## config.mk

```make
export PLATFORM = sky130hd
export DESIGN_NAME = axil_to_simple_bus_bridge
export DESIGN_NICKNAME = d
export VERILOG_FILES = /design/src/rtl/axil_bridge_pkg.sv /design/src/rtl/axil_hold_reg.sv /design/src/rtl/axil_to_simple_bus_bridge.sv
export SDC_FILE = /design/constraint.sdc
export NUM_CORES = 1
export LEC_CHECK = 0
export BUFFER_PORTS_ARGS = -buffer_cell sky130_fd_sc_hd__buf_2
export CAP_MARGIN = 30
export CORE_ASPECT_RATIO = 0.75
export CORE_MARGIN = 2
export CORE_UTILIZATION = 50
export DETAILED_ROUTE_END_ITERATION = 10
export PLACE_DENSITY = 0.77
export SLEW_MARGIN = 25
export SYNTH_ARGS = -nofsm -noshare
export SYNTH_HDL_FRONTEND = slang
export SYNTH_SLANG_ARGS = --single-unit
export TNS_END_PERCENT = 10
```

## constraint.sdc

```tcl
create_clock -name clk_i -period 2.05 [get_ports clk_i]
set_input_delay 0.205 -clock clk_i [delete_from_list [all_inputs] [get_ports clk_i]]
set_output_delay 0.205 -clock clk_i [all_outputs]
set_load 0.01 [all_outputs]
```

## src/rtl/axil_bridge_pkg.sv

```systemverilog
// Shared types for the AXI-Lite to simple-bus bridge.
// FSM states, response codes and arbitration grant encoding.
package axil_bridge_pkg;

    typedef enum logic [2:0] {
        ST_IDLE,
        ST_BUS_WR,
        ST_BUS_RD,
        ST_WR_RESP,
        ST_RD_RESP
    } state_t;

    typedef enum logic {
        GNT_READ,
        GNT_WRITE
    } grant_t;

    localparam logic [1:0] RESP_OKAY   = 2'b00;
    localparam logic [1:0] RESP_SLVERR = 2'b10;

endpackage

```

## src/rtl/axil_hold_reg.sv

```systemverilog
// One-entry valid/ready capture register.
// Loads on handshake, empties on clr_i; ready is low while in reset.
module axil_hold_reg #(
    parameter int WIDTH = 8
) (
    input  logic             clk_i,
    input  logic             rst_ni,
    input  logic             valid_i,
    output logic             ready_o,
    input  logic [WIDTH-1:0] data_i,
    input  logic             clr_i,
    output logic             full_o,
    output logic [WIDTH-1:0] data_o
);

    logic             full_q;
    logic [WIDTH-1:0] data_q;

    assign ready_o = rst_ni & ~full_q;
    assign full_o  = full_q;
    assign data_o  = data_q;

    // Capture on handshake, release when the owning response completes
    always_ff @(posedge clk_i) begin
        if (!rst_ni) begin
            full_q <= 1'b0;
            data_q <= '0;
        end else if (clr_i) begin
            full_q <= 1'b0;
        end else if (valid_i && ready_o) begin
            full_q <= 1'b1;
            data_q <= data_i;
        end
    end

endmodule

```

## src/rtl/axil_to_simple_bus_bridge.sv

```systemverilog
// AXI-Lite responder driving the single-outstanding simple bus.
// Buffers AW/W/AR independently, arbitrates, and times out slow slaves.
module axil_to_simple_bus_bridge
    import axil_bridge_pkg::*;
#(
    parameter int C_S_AXI_DATA_WIDTH = 32,
    parameter int C_S_AXI_ADDR_WIDTH = 12,
    parameter int TIMEOUT_CYCLES     = 256
) (
    input  logic                          clk_i,
    input  logic                          rst_ni,
    input  logic [C_S_AXI_ADDR_WIDTH-1:0] s_axi_awaddr,
    input  logic [2:0]                    s_axi_awprot,
    input  logic                          s_axi_awvalid,
    output logic                          s_axi_awready,
    input  logic [31:0]                   s_axi_wdata,
    input  logic [3:0]                    s_axi_wstrb,
    input  logic                          s_axi_wvalid,
    output logic                          s_axi_wready,
    output logic [1:0]                    s_axi_bresp,
    output logic                          s_axi_bvalid,
    input  logic                          s_axi_bready,
    input  logic [C_S_AXI_ADDR_WIDTH-1:0] s_axi_araddr,
    input  logic [2:0]                    s_axi_arprot,
    input  logic                          s_axi_arvalid,
    output logic                          s_axi_arready,
    output logic [31:0]                   s_axi_rdata,
    output logic [1:0]                    s_axi_rresp,
    output logic                          s_axi_rvalid,
    input  logic                          s_axi_rready,
    output logic                          stb_o,
    output logic [C_S_AXI_ADDR_WIDTH-3:0] adr_o,
    output logic [3:0]                    byte_sel_o,
    output logic                          we_o,
    output logic [31:0]                   dat_o,
    input  logic [31:0]                   dat_i,
    input  logic                          ack_i
);

    localparam int AW = C_S_AXI_ADDR_WIDTH;
    localparam int CW = (TIMEOUT_CYCLES > 1) ? $clog2(TIMEOUT_CYCLES) : 1;
    localparam logic [CW-1:0] TO_LAST =
        CW'((TIMEOUT_CYCLES > 0) ? TIMEOUT_CYCLES - 1 : 0);
    localparam bit TO_EN = (TIMEOUT_CYCLES != 0);

    state_t        state;
    grant_t        last_grant;
    logic [CW-1:0] to_cnt;

    logic          aw_full;
    logic          w_full;
    logic          ar_full;
    logic [AW-1:0] aw_addr;
    logic [AW-1:0] ar_addr;
    logic [31:0]   w_data;
    logic [3:0]    w_strb;
    logic          wr_clr;
    logic          rd_clr;
    logic          wr_rdy;
    logic          rd_rdy;
    logic          timed_out;
    logic          unused_ok;

    assign wr_clr    = s_axi_bvalid & s_axi_bready;
    assign rd_clr    = s_axi_rvalid & s_axi_rready;
    assign wr_rdy    = aw_full & w_full;
    assign rd_rdy    = ar_full;
    assign timed_out = TO_EN && (to_cnt == TO_LAST);
    assign unused_ok = ^{s_axi_awprot, s_axi_arprot,
                         aw_addr[1:0], ar_addr[1:0]};

    axil_hold_reg #(.WIDTH(AW)) u_aw (
        .clk_i   (clk_i),
        .rst_ni  (rst_ni),
        .valid_i (s_axi_awvalid),
        .ready_o (s_axi_awready),
        .data_i  (s_axi_awaddr),
        .clr_i   (wr_clr),
        .full_o  (aw_full),
        .data_o  (aw_addr)
    );

    axil_hold_reg #(.WIDTH(36)) u_w (
        .clk_i   (clk_i),
        .rst_ni  (rst_ni),
        .valid_i (s_axi_wvalid),
        .ready_o (s_axi_wready),
        .data_i  ({s_axi_wstrb, s_axi_wdata}),
        .clr_i   (wr_clr),
        .full_o  (w_full),
        .data_o  ({w_strb, w_data})
    );

    axil_hold_reg #(.WIDTH(AW)) u_ar (
        .clk_i   (clk_i),
        .rst_ni  (rst_ni),
        .valid_i (s_axi_arvalid),
        .ready_o (s_axi_arready),
        .data_i  (s_axi_araddr),
        .clr_i   (rd_clr),
        .full_o  (ar_full),
        .data_o  (ar_addr)
    );

    // Transaction FSM: arbitrate, run one bus cycle, hold the response
    always_ff @(posedge clk_i) begin
        if (!rst_ni) begin
            state        <= ST_IDLE;
            last_grant   <= GNT_READ;
            to_cnt       <= '0;
            stb_o        <= 1'b0;
            we_o         <= 1'b0;
            adr_o        <= '0;
            byte_sel_o   <= '0;
            dat_o        <= '0;
            s_axi_bvalid <= 1'b0;
            s_axi_bresp  <= RESP_OKAY;
            s_axi_rvalid <= 1'b0;
            s_axi_rresp  <= RESP_OKAY;
            s_axi_rdata  <= '0;
        end else begin
            unique case (state)
                ST_IDLE: begin
                    if (wr_rdy && (!rd_rdy || last_grant == GNT_READ)) begin
                        if (rd_rdy) last_grant <= GNT_WRITE;
                        state      <= ST_BUS_WR;
                        to_cnt     <= '0;
                        stb_o      <= 1'b1;
                        we_o       <= 1'b1;
                        adr_o      <= aw_addr[AW-1:2];
                        byte_sel_o <= w_strb;
                        dat_o      <= w_data;
                    end else if (rd_rdy) begin
                        if (wr_rdy) last_grant <= GNT_READ;
                        state      <= ST_BUS_RD;
                        to_cnt     <= '0;
                        stb_o      <= 1'b1;
                        we_o       <= 1'b0;
                        adr_o      <= ar_addr[AW-1:2];
                        byte_sel_o <= 4'hF;
                        dat_o      <= w_data;
                    end
                end
                ST_BUS_WR, ST_BUS_RD: begin
                    if (ack_i || timed_out) begin
                        stb_o <= 1'b0;
                        we_o  <= 1'b0;
                        if (state == ST_BUS_WR) begin
                            state        <= ST_WR_RESP;
                            s_axi_bvalid <= 1'b1;
                            s_axi_bresp  <= ack_i ? RESP_OKAY : RESP_SLVERR;
                        end else begin
                            state        <= ST_RD_RESP;
                            s_axi_rvalid <= 1'b1;
                            s_axi_rresp  <= ack_i ? RESP_OKAY : RESP_SLVERR;
                            s_axi_rdata  <= ack_i ? dat_i : 32'h0;
                        end
                    end else begin
                        to_cnt <= to_cnt + 1'b1;
                    end
                end
                ST_WR_RESP: begin
                    if (s_axi_bready) begin
                        s_axi_bvalid <= 1'b0;
                        state        <= ST_IDLE;
                    end
                end
                ST_RD_RESP: begin
                    if (s_axi_rready) begin
                        s_axi_rvalid <= 1'b0;
                        state        <= ST_IDLE;
                    end
                end
                default: state <= ST_IDLE;
            endcase
        end
    end

endmodule
```

Yosys cells after proc, flatten, opt, wreduce, memory -nomap -nowiden
Index checks and enable logic that the tools add are counted.
{"block": "word_totals", "reg_bits": 161, "inputBits": 106, "out_inout_bits": 89}
{"block": "classes", "n_addsub": 1, "eq_ne": 12, "n_mux": 37, "n_bitwise": 14, "reduce_logical": 28}
{"op": "32-bit 2-to-1 mux", "n": 3}
{"op": "8-bit 2-to-1 mux", "n": 3}
{"op": "10-bit 2-to-1 mux", "n": 2}
{"op": "3-bit 2-to-1 mux", "n": 6}
{"op": "8-bit one-hot mux with 2 select lines", "n": 1}
{"op": "3-bit AND reduction", "n": 5}
{"op": "1-bit 2-to-1 mux", "n": 14}
{"op": "2-bit != test (second input constant)", "n": 6}
{"op": "3-bit one-hot mux with 4 select lines", "n": 1}
{"op": "4-bit AND reduction", "n": 3}
{"op": "2-bit nonzero test", "n": 5}
{"op": "8-bit by 1-bit adder with 8-bit output (second input constant)", "n": 1}
{"op": "8-bit equality test (second input constant)", "n": 1}
{"op": "4-bit 2-to-1 mux", "n": 2}
{"op": "1-bit inverter", "n": 8}
{"op": "1-bit one-hot mux with 2 select lines", "n": 4}
{"op": "2-bit AND reduction", "n": 4}
{"op": "1-bit AND", "n": 6}
{"op": "3-bit by 2-bit equality test with 1-bit output (second input constant)", "n": 2}
{"op": "2-bit OR reduction", "n": 3}
{"op": "1-bit logical AND", "n": 4}
{"op": "3-bit by 1-bit equality test with 1-bit output (second input constant)", "n": 1}
{"op": "3-bit equality test (second input constant)", "n": 1}
{"op": "3-bit zero test", "n": 1}
{"op": "4 further kinds", "n": 5}

Longest topological paths before layout
Gate-level depths: netlist of run 1.
{"block": "logic_depth", "ltp_word": 5, "depth_mapped": 7, "ltp_nobuf": 5}

Modules after synthesis
From an unflattened synthesis of run 1, not the netlist that was laid out.
{"block": "unflattened", "hier_cells": 700, "area_unflattened_um2": 6605.1}
{"module": "axil_to_simple_bus_bridge", "instances": 1, "cells_each": 425, "area_per_inst_um2": 4012.6, "seq_area_each_um2": 1921.8}
{"module": "axil_hold_reg at u_w", "instances": 1, "cells_each": 161, "area_per_inst_um2": 1514.0, "seq_area_each_um2": 740.7}
{"module": "axil_hold_reg at u_ar ...", "instances": 2, "cells_each": 57, "area_per_inst_um2": 539.3, "seq_area_each_um2": 260.2}

Worst setup path after synthesis of run 1
Ideal clock, no wire load.
{"block": "synth_path", "path_type": "reg2reg", "from": "register to_cnt[0]", "to": "register s_axi_rdata[12]", "setup_ns": 0.134, "arrival_ns": 1.348, "required_time_ns": 1.916, "setup_slack_ns": 0.568, "path_stages_with_launch": 8, "path_buffers": 2, "period_less_slack_ns": 1.482, "cell_sequence": "dfxtp_1 -> ha_1 -> nand3_1 -> o21a_1 -> buf_6 -> buf_2 -> o21ai_0 -> a21oi_1"}
{"block": "synth_via", "elab_chain_len": 3}
{"element": "start, declared", "line_no": "axil_to_simple_bus_bridge.sv:48", "text": "logic [CW-1:0] to_cnt;"}
{"element": "start signal, assigned", "line_no": "axil_to_simple_bus_bridge.sv:159", "text": "to_cnt <= to_cnt + 1'b1;"}
{"element": "8-bit equality test", "line_no": "axil_to_simple_bus_bridge.sv:68", "text": "assign timed_out = TO_EN && (to_cnt == TO_LAST);"}
{"element": "1-bit logical OR", "line_no": "axil_to_simple_bus_bridge.sv:145", "text": "if (ack_i || timed_out) begin"}
{"element": "3-bit AND reduction (no line)"}
{"element": "end signal, assigned", "line_no": "axil_to_simple_bus_bridge.sv:156", "text": "s_axi_rdata <= ack_i ? dat_i : 32'h0;"}
{"element": "end, declared", "line_no": "axil_to_simple_bus_bridge.sv:27", "text": "output logic [31:0] s_axi_rdata,"}
No other way between the ends.
A chain may end at the register's enable or synchronous reset.

Worst setup path after layout of run 1
{"block": "layout_path", "from": "register to_cnt[0]", "to": "register s_axi_rdata[28]"}
The elaborated chain is that of the path after synthesis.

==> results of run 1 <==
[timing repair]
item                      in CTS  in global routing
hold buffers                   1                  0
buffers inserted               0                  0
hold endpoints to repair       1                  0
[through the flow]
| stage | hold WS (ps) | util [%] | worst slack, ps | power, W | cell area (sq um) |
|---|---|---|---|---|---|
| floorplan | 315 | - | 568 | 0.00450 | 6000 |
| global placement | 420 | 60.0 | 366 | 0.00501 | 7000 |
| detailed placement | 421 | 60.0 | 295 | 0.00504 | 7000 |
| CTS | 6.67 | 65.2 | 266 | 0.00820 | 7600 |
| global route | 6.25 | 65.2 | 121 | 0.00853 | 7600 |
| finish | 21.2 | 65.2 | 251 | 0.00814 | 7600 |
[worst reg2reg max path, delay by kind of cell, from the launching register on]
kind,cells,cell delay (ps)
compound gates,3,640
flops,1,360
buf+inv,1,260
fa+ha+maj,1,220
simple gates,1,190
[power groups by stage]
| stage | Clock (W) | Combinational, W | Sequential [W] |
|---|---|---|---|
| after floorplan | 0 | 0.000923 | 0.00358 |
| after global placement | 0 | 0.00149 | 0.00352 |
| after detailed placement | 0 | 0.00151 | 0.00353 |
| after CTS | 0.00320 | 0.00153 | 0.00347 |
| after global routing | 0.00334 | 0.00169 | 0.00351 |
| final | 0.00315 | 0.00152 | 0.00347 |
[cell type report]
type	instances	area (sq um)	share of cell area, %
Clock buffer	18	439	5.77
Sequential cell	155	3100	40.8
Tap cell	162	203	2.67
Inverter	62	233	3.06
Multi-Input combinational cell	461	2390	31.4
Timing Repair Buffer	199	1080	14.2
Clock inverter	14	160	2.11
[layer usage]
layer	wire, um	part of all wire [%]	vias up	track usage [%]
li1	-	-	2792	-
met1	7080	47	2577	30.8
met2	6890	46	176	38.3
met3	911	6.0	18	5.10
met4	212	1.4	0	8.02
met5	0	0	-	0
[cell families (layout without fill, tap and decap cells)]
| family | Yosys count | count (layout) | share of synthesized area, % |
|---|---|---|---|
| AO/OA/AOI/OAI | 208 | 208 | 20.2 |
| XOR/XNOR | 3 | 3 | 0.563 |
| adder cells (fa/ha/maj) | 1 | 1 | 0.208 |
| buffers and inverters | 118 | 293 | 8.67 |
| flip-flops | 155 | 155 | 51.7 |
| multiplexers | 1 | 1 | 0.167 |
| other | 1 | 2 | 0.0625 |
| AND/OR/NAND/NOR | 246 | 246 | 18.5 |
[flip-flops by register name, indices dropped and copies added, names as in the netlist, 3 cells and up]
name and flops:
adr_o 10, byte_sel_o 4, u_ar.data_o 10, u_aw.data_o 10, to_cnt 8, dat_o 32, u_w.data_o 36, s_axi_rdata 32
state 3
[worst min path at each step]
stage                     endpoint  cells after the start
floorplan              u_ar.full_o                      1
global placement       u_aw.full_o                      2
detailed placement     u_aw.full_o                      2
CTS                 s_axi_rdata[1]                      3
global route            u_w.full_o                      2
finish                  u_w.full_o                      2
[cells in the final DEF (no fill, tap or decap), drive strengths merged, types with 2 or more instances in the layout]
| master | count |
|---|---|
| nor3 | 11 |
| nand3b | 3 |
| inv | 67 |
| a311oi | 11 |
| bufinv | 2 |
| buf | 198 |
| o311ai | 2 |
| nand2b | 4 |
| a21boi | 3 |
| o21a | 8 |
| dfxtp | 155 |
| a211o | 2 |
| nor2 | 28 |
| nand2 | 129 |
| clkbuf | 18 |
| a21oi | 70 |
| o22ai | 2 |
| and3 | 2 |
| o21ai | 93 |
| clkinv | 2 |
| clkinvlp | 5 |
| a31oi | 5 |
| nand3 | 59 |
| conb | 2 |
| xor2 | 2 |
| a211oi | 2 |
| nand4 | 3 |
==> results.cfg, run 1 <==
[timing]
slew_headroom_pct = 58.4
timing_hold_violations_final = 0
period_share_pct = 87.8
setup_tns_ps = 0
post-route-min-period_ps = 1800
skew_ps = 9.12
rsz0062_at_grt = no
fmax_ghz = 0.556
drv_slew = 0
worst-slew-pin-transition_ps = 625
setup_viol = 0

[worst_setup_path]
cpMaxStageDelayCell = dfxtp_1
path_cells = ha_1 > nand3_1 > o21a_1 > buf_4 > o21ai_0 > a21oi_1
r2r_start = to_cnt[0]
crit_arrival_ps = 2080
critPathCapture = s_axi_rdata[28]
worstPathMaxFanout = 32
end_kind = register
critPathRequiredTime_ps = 2330
rr_worst_depth = 6
critical_path.top_delay_family = compound AO/OA/AOI/OAI gates
startpoint = to_cnt[0]
worstSetupPathDepth = 6
rrSetupSlack_ps = 250
path_class = register to register
cpPeakStageDelay_ps = 360
rr_endpoint = s_axi_rdata[28]
startpoint_type = register
cp_num_buf_inv = 1

[power_and_ir_drop]
powerDensity_nw_per_um2 = 1070
p_clk_share_pct = 38.7
seqPwrFrac_pct = 42.6
power.leakage_nw = 3.37
p_switching_w = 0.00241
worst_ir_drop_vdd_uv = 681
p_int_w = 0.00573
p_comb_share_pct = 18.7
switching_share_pct = 29.6

[yosys]
netlist_top_cells_area = dfxtp_1 52%, nand2_1 8.1%, o21ai_0 7.6%
ys_seq_area_share_pct = 51.7
synth_area_sq_um = 6000
synth_cells = 733
synth-main-ff-cell = dfxtp_1
yosys_warnings = 0
synth_top_area_cell = dfxtp_1
synth_top_area_share_pct = 51.7
yosysMostFrequentCell = dfxtp_1
synthArstFlopShare_pct = 0
syn_avg_cell_area_sq_um = 8.19
synthDistinctLibCells = 58
synth_edf_count = 0
ys_ff_latch = 155
synth_common_cells = 155 x dfxtp_1, 129 x nand2_1, 91 x o21ai_0

[global_route]
antenna_found_initial = 0
grt_pass1_wl_mm = 24.3
overflow = 0
grt_use_total_pct = 23.4
grt_pass1_vias = 5223
grt_max_degree = 73

[clock_network]
post_cts_resized = 0
cts_sinks = 155
clock-root-buffer = clkbuf_16
cts_tree = yes
clk-insertion-delay-late_ps = 410
clock_path_buffers = 2
htreeDepth = 4
numCtsBuffers = 17
cts.clk_slew.worst_paths_ps = 60

[routing]
wl_per_cell_um = 14.1
wirelength_mm = 15.1
drt_pass1_iterations = 5
ant_nets = 0
first_iter_violations = 364
via_per_inst = 5.19
drc = 0
vias = 5563

[worst_hold_path]
hold_path.startpoint = s_axi_wvalid
hp-class = primary input to register

[floorplanning]
design.core.area_sq_um = 11700
fp.dieH_um = 98.9
io-pin-count = 195
die-width_um = 131
die_area_sq_um = 12900
rows = 34
initial_core_util_pct = 51.5

[cells_and_area]
instances_no_fill = 1071
antenna_cells = 0
n_fill_cell = 1054
final_nets = 1003
syn_to_final_growth_pct = 26.7
drive_gt1_share_pct = 27.2

[place]
place.detailed.instances = 1038
globalplace.congestion = 0.881
portBuffers = 182
place_hpwl_mm = 9.95

[run]
drv_cap = 0

[run_status]
status = finished clean
(Power assumes the default switching activity.)
==> inputs of run 2 (changes only) <==
--- a/config.mk
+++ b/config.mk
@@ -5,7 +5,7 @@
 export SDC_FILE = /design/constraint.sdc
 export NUM_CORES = 1
 export LEC_CHECK = 0
-export BUFFER_PORTS_ARGS = -buffer_cell sky130_fd_sc_hd__buf_2
+export BUFFER_PORTS_ARGS = -buffer_cell sky130_fd_sc_hd__buf_4
 export CAP_MARGIN = 30
 export CORE_ASPECT_RATIO = 0.75
 export CORE_MARGIN = 2
==> results.cfg, run 2 (synthesized netlist as in run 1, its figures left out) <==
[run_status]
status = finished clean

[timing]
setup_tns_ps = 0
fin_ws_ps = 241
timing_hold_violations_final = 0
setup_viol = 0
period_share_pct = 88.2
slew_headroom_pct = 51.9
rsz0062_at_grt = no
fmax_ghz = 0.553
worst-slew-pin-transition_ps = 722
drv_slew = 0
post-route-min-period_ps = 1810
skew_ps = 12.2

[clock_network]
cts_setup_buffers = 0
cts_sinks = 155
clock-root-buffer = clkbuf_16
clock_path_buffers = 2
post_cts_resized = 0
htreeDepth = 4
clk-insertion-delay-late_ps = 410
cts.clk_slew.worst_paths_ps = 60
numCtsBuffers = 17
hold_buffers = 3
cts_tree = yes

[floorplanning]
rows = 34
die_area_sq_um = 12900
io-pin-count = 195
fp.dieH_um = 98.9
initial_core_util_pct = 51.5
design.core.area_sq_um = 11700
die-width_um = 131

[worst_setup_path]
rrSetupSlack_ps = 240
rr_endpoint = adr_o[4]
startpoint = state[2]
startpoint_type = register
rr_worst_depth = 5
crit_arrival_ps = 2120
worstPathMaxFanout = 57
critPathRequiredTime_ps = 2360
r2r_start = state[2]
end_kind = register
path_class = register to register

[routing]
via_per_inst = 5.23
wl_per_cell_um = 14.7
drt_pass1_iterations = 4
vias = 5597
first_iter_violations = 321
ant_nets = 0
drc = 0
wirelength_mm = 15.7

[worst_hold_path]
hold_path.startpoint = dat_i[14]
hp-class = primary input to register
min_path_cells = 3
whs_endpoint = s_axi_rdata[14]

[cells_and_area]
layout_commonest_cell = buf_4
largest_reg_flops = 36
register_area_sq_um = 3100
multi_input_area_sq_um = 2390
antenna_cells = 0
layout_common_cells = 194 x buf_4, 155 x dfxtp_1, 129 x nand2_1
syn_to_final_growth_pct = 33.2
n_fill_cell = 991
drive_gt1_share_pct = 26.8
fin_area_sq_um = 8000
final_nets = 1003

[global_route]
overflow = 0
grt_pass1_wl_mm = 25.8
grt_use_total_pct = 24.8
grt_max_degree = 73
antenna_found_initial = 0
grt_pass1_vias = 5412

[place]
pre_cts_ws_ps = 317
portBuffers = 182
place_hpwl_mm = 10.8
placed_cell_area_sq_um = 7420
globalplace.congestion = 0.823

[run]
drv_cap = 0

[power_and_ir_drop]
worst_ir_drop_vdd_uv = 693
powerDensity_nw_per_um2 = 1000
power.leakage_nw = 3.42
p_total_w = 0.00800
## run 2: cell count changes in the layout (fill, tap and decap cells not counted), sizes merged
cell,change
buf,-2
dlygate4sd3,+2
bufinv,-2
clkinvlp,+2
## run 2: through the flow
step | instances | util [%] | hold slack (ps)
after floorplan | 734 | - | 315
after global placement | 1036 | 63.7 | 411
after detailed placement | 1036 | 63.7 | 418
after CTS | 1071 | 68.6 | 26.0
after global routing | 1071 | 68.6 | 41.3
final | 1071 | 68.6 | 35.5
## run 2: how the worst max path moves through the flow
| stage | slack [ps] | to | depth (start not counted) |
|---|---|---|---|
| 3_3_place_gp | 390 | s_axi_bresp[1] | 6 |
| 3_5_place_dp | 320 | adr_o[4] | 5 |
| 5_1_grt | 120 | s_axi_rdata[24] | 6 |
| 6_report | 240 | adr_o[4] | 5 |
| 4_1_cts | 280 | adr_o[3] | 5 |
| 2_1_floorplan | 570 | s_axi_rdata[12] | 7 |
## run 2: power by group
group | switching [W] | leakage, nW | internal [W]
combinational | 0.000942 | 1.91 | 0.000713
clock | 0.00129 | 0.244 | 0.00157
sequential | 0.000189 | 1.27 | 0.00330
## run 2: metal layers
| metal | global-route usage, % | wire [um] |
|---|---|---|
| met1 | 32.7 | 7070 |
| met2 | 40.3 | 7410 |
| met3 | 5.48 | 948 |
| met4 | 9.00 | 265 |
| met5 | 0 | 0 |
## run 2: final cells by class
class / instances / share of cell area [%]
Clock buffer: 18 / 5.37
Sequential cell: 155 / 38.8
Tap cell: 162 / 2.54
Inverter: 62 / 2.91
Multi-Input combinational cell: 461 / 29.9
Timing Repair Buffer: 199 / 19.1
Clock inverter: 14 / 1.41
## run 2: critical path: stages, from the launching register on
cell	delay [ps]
dfxtp_1	460
nor3_2	360
nor2b_4	230
buf_12	250
nor2_1	70
a311oi_1	300
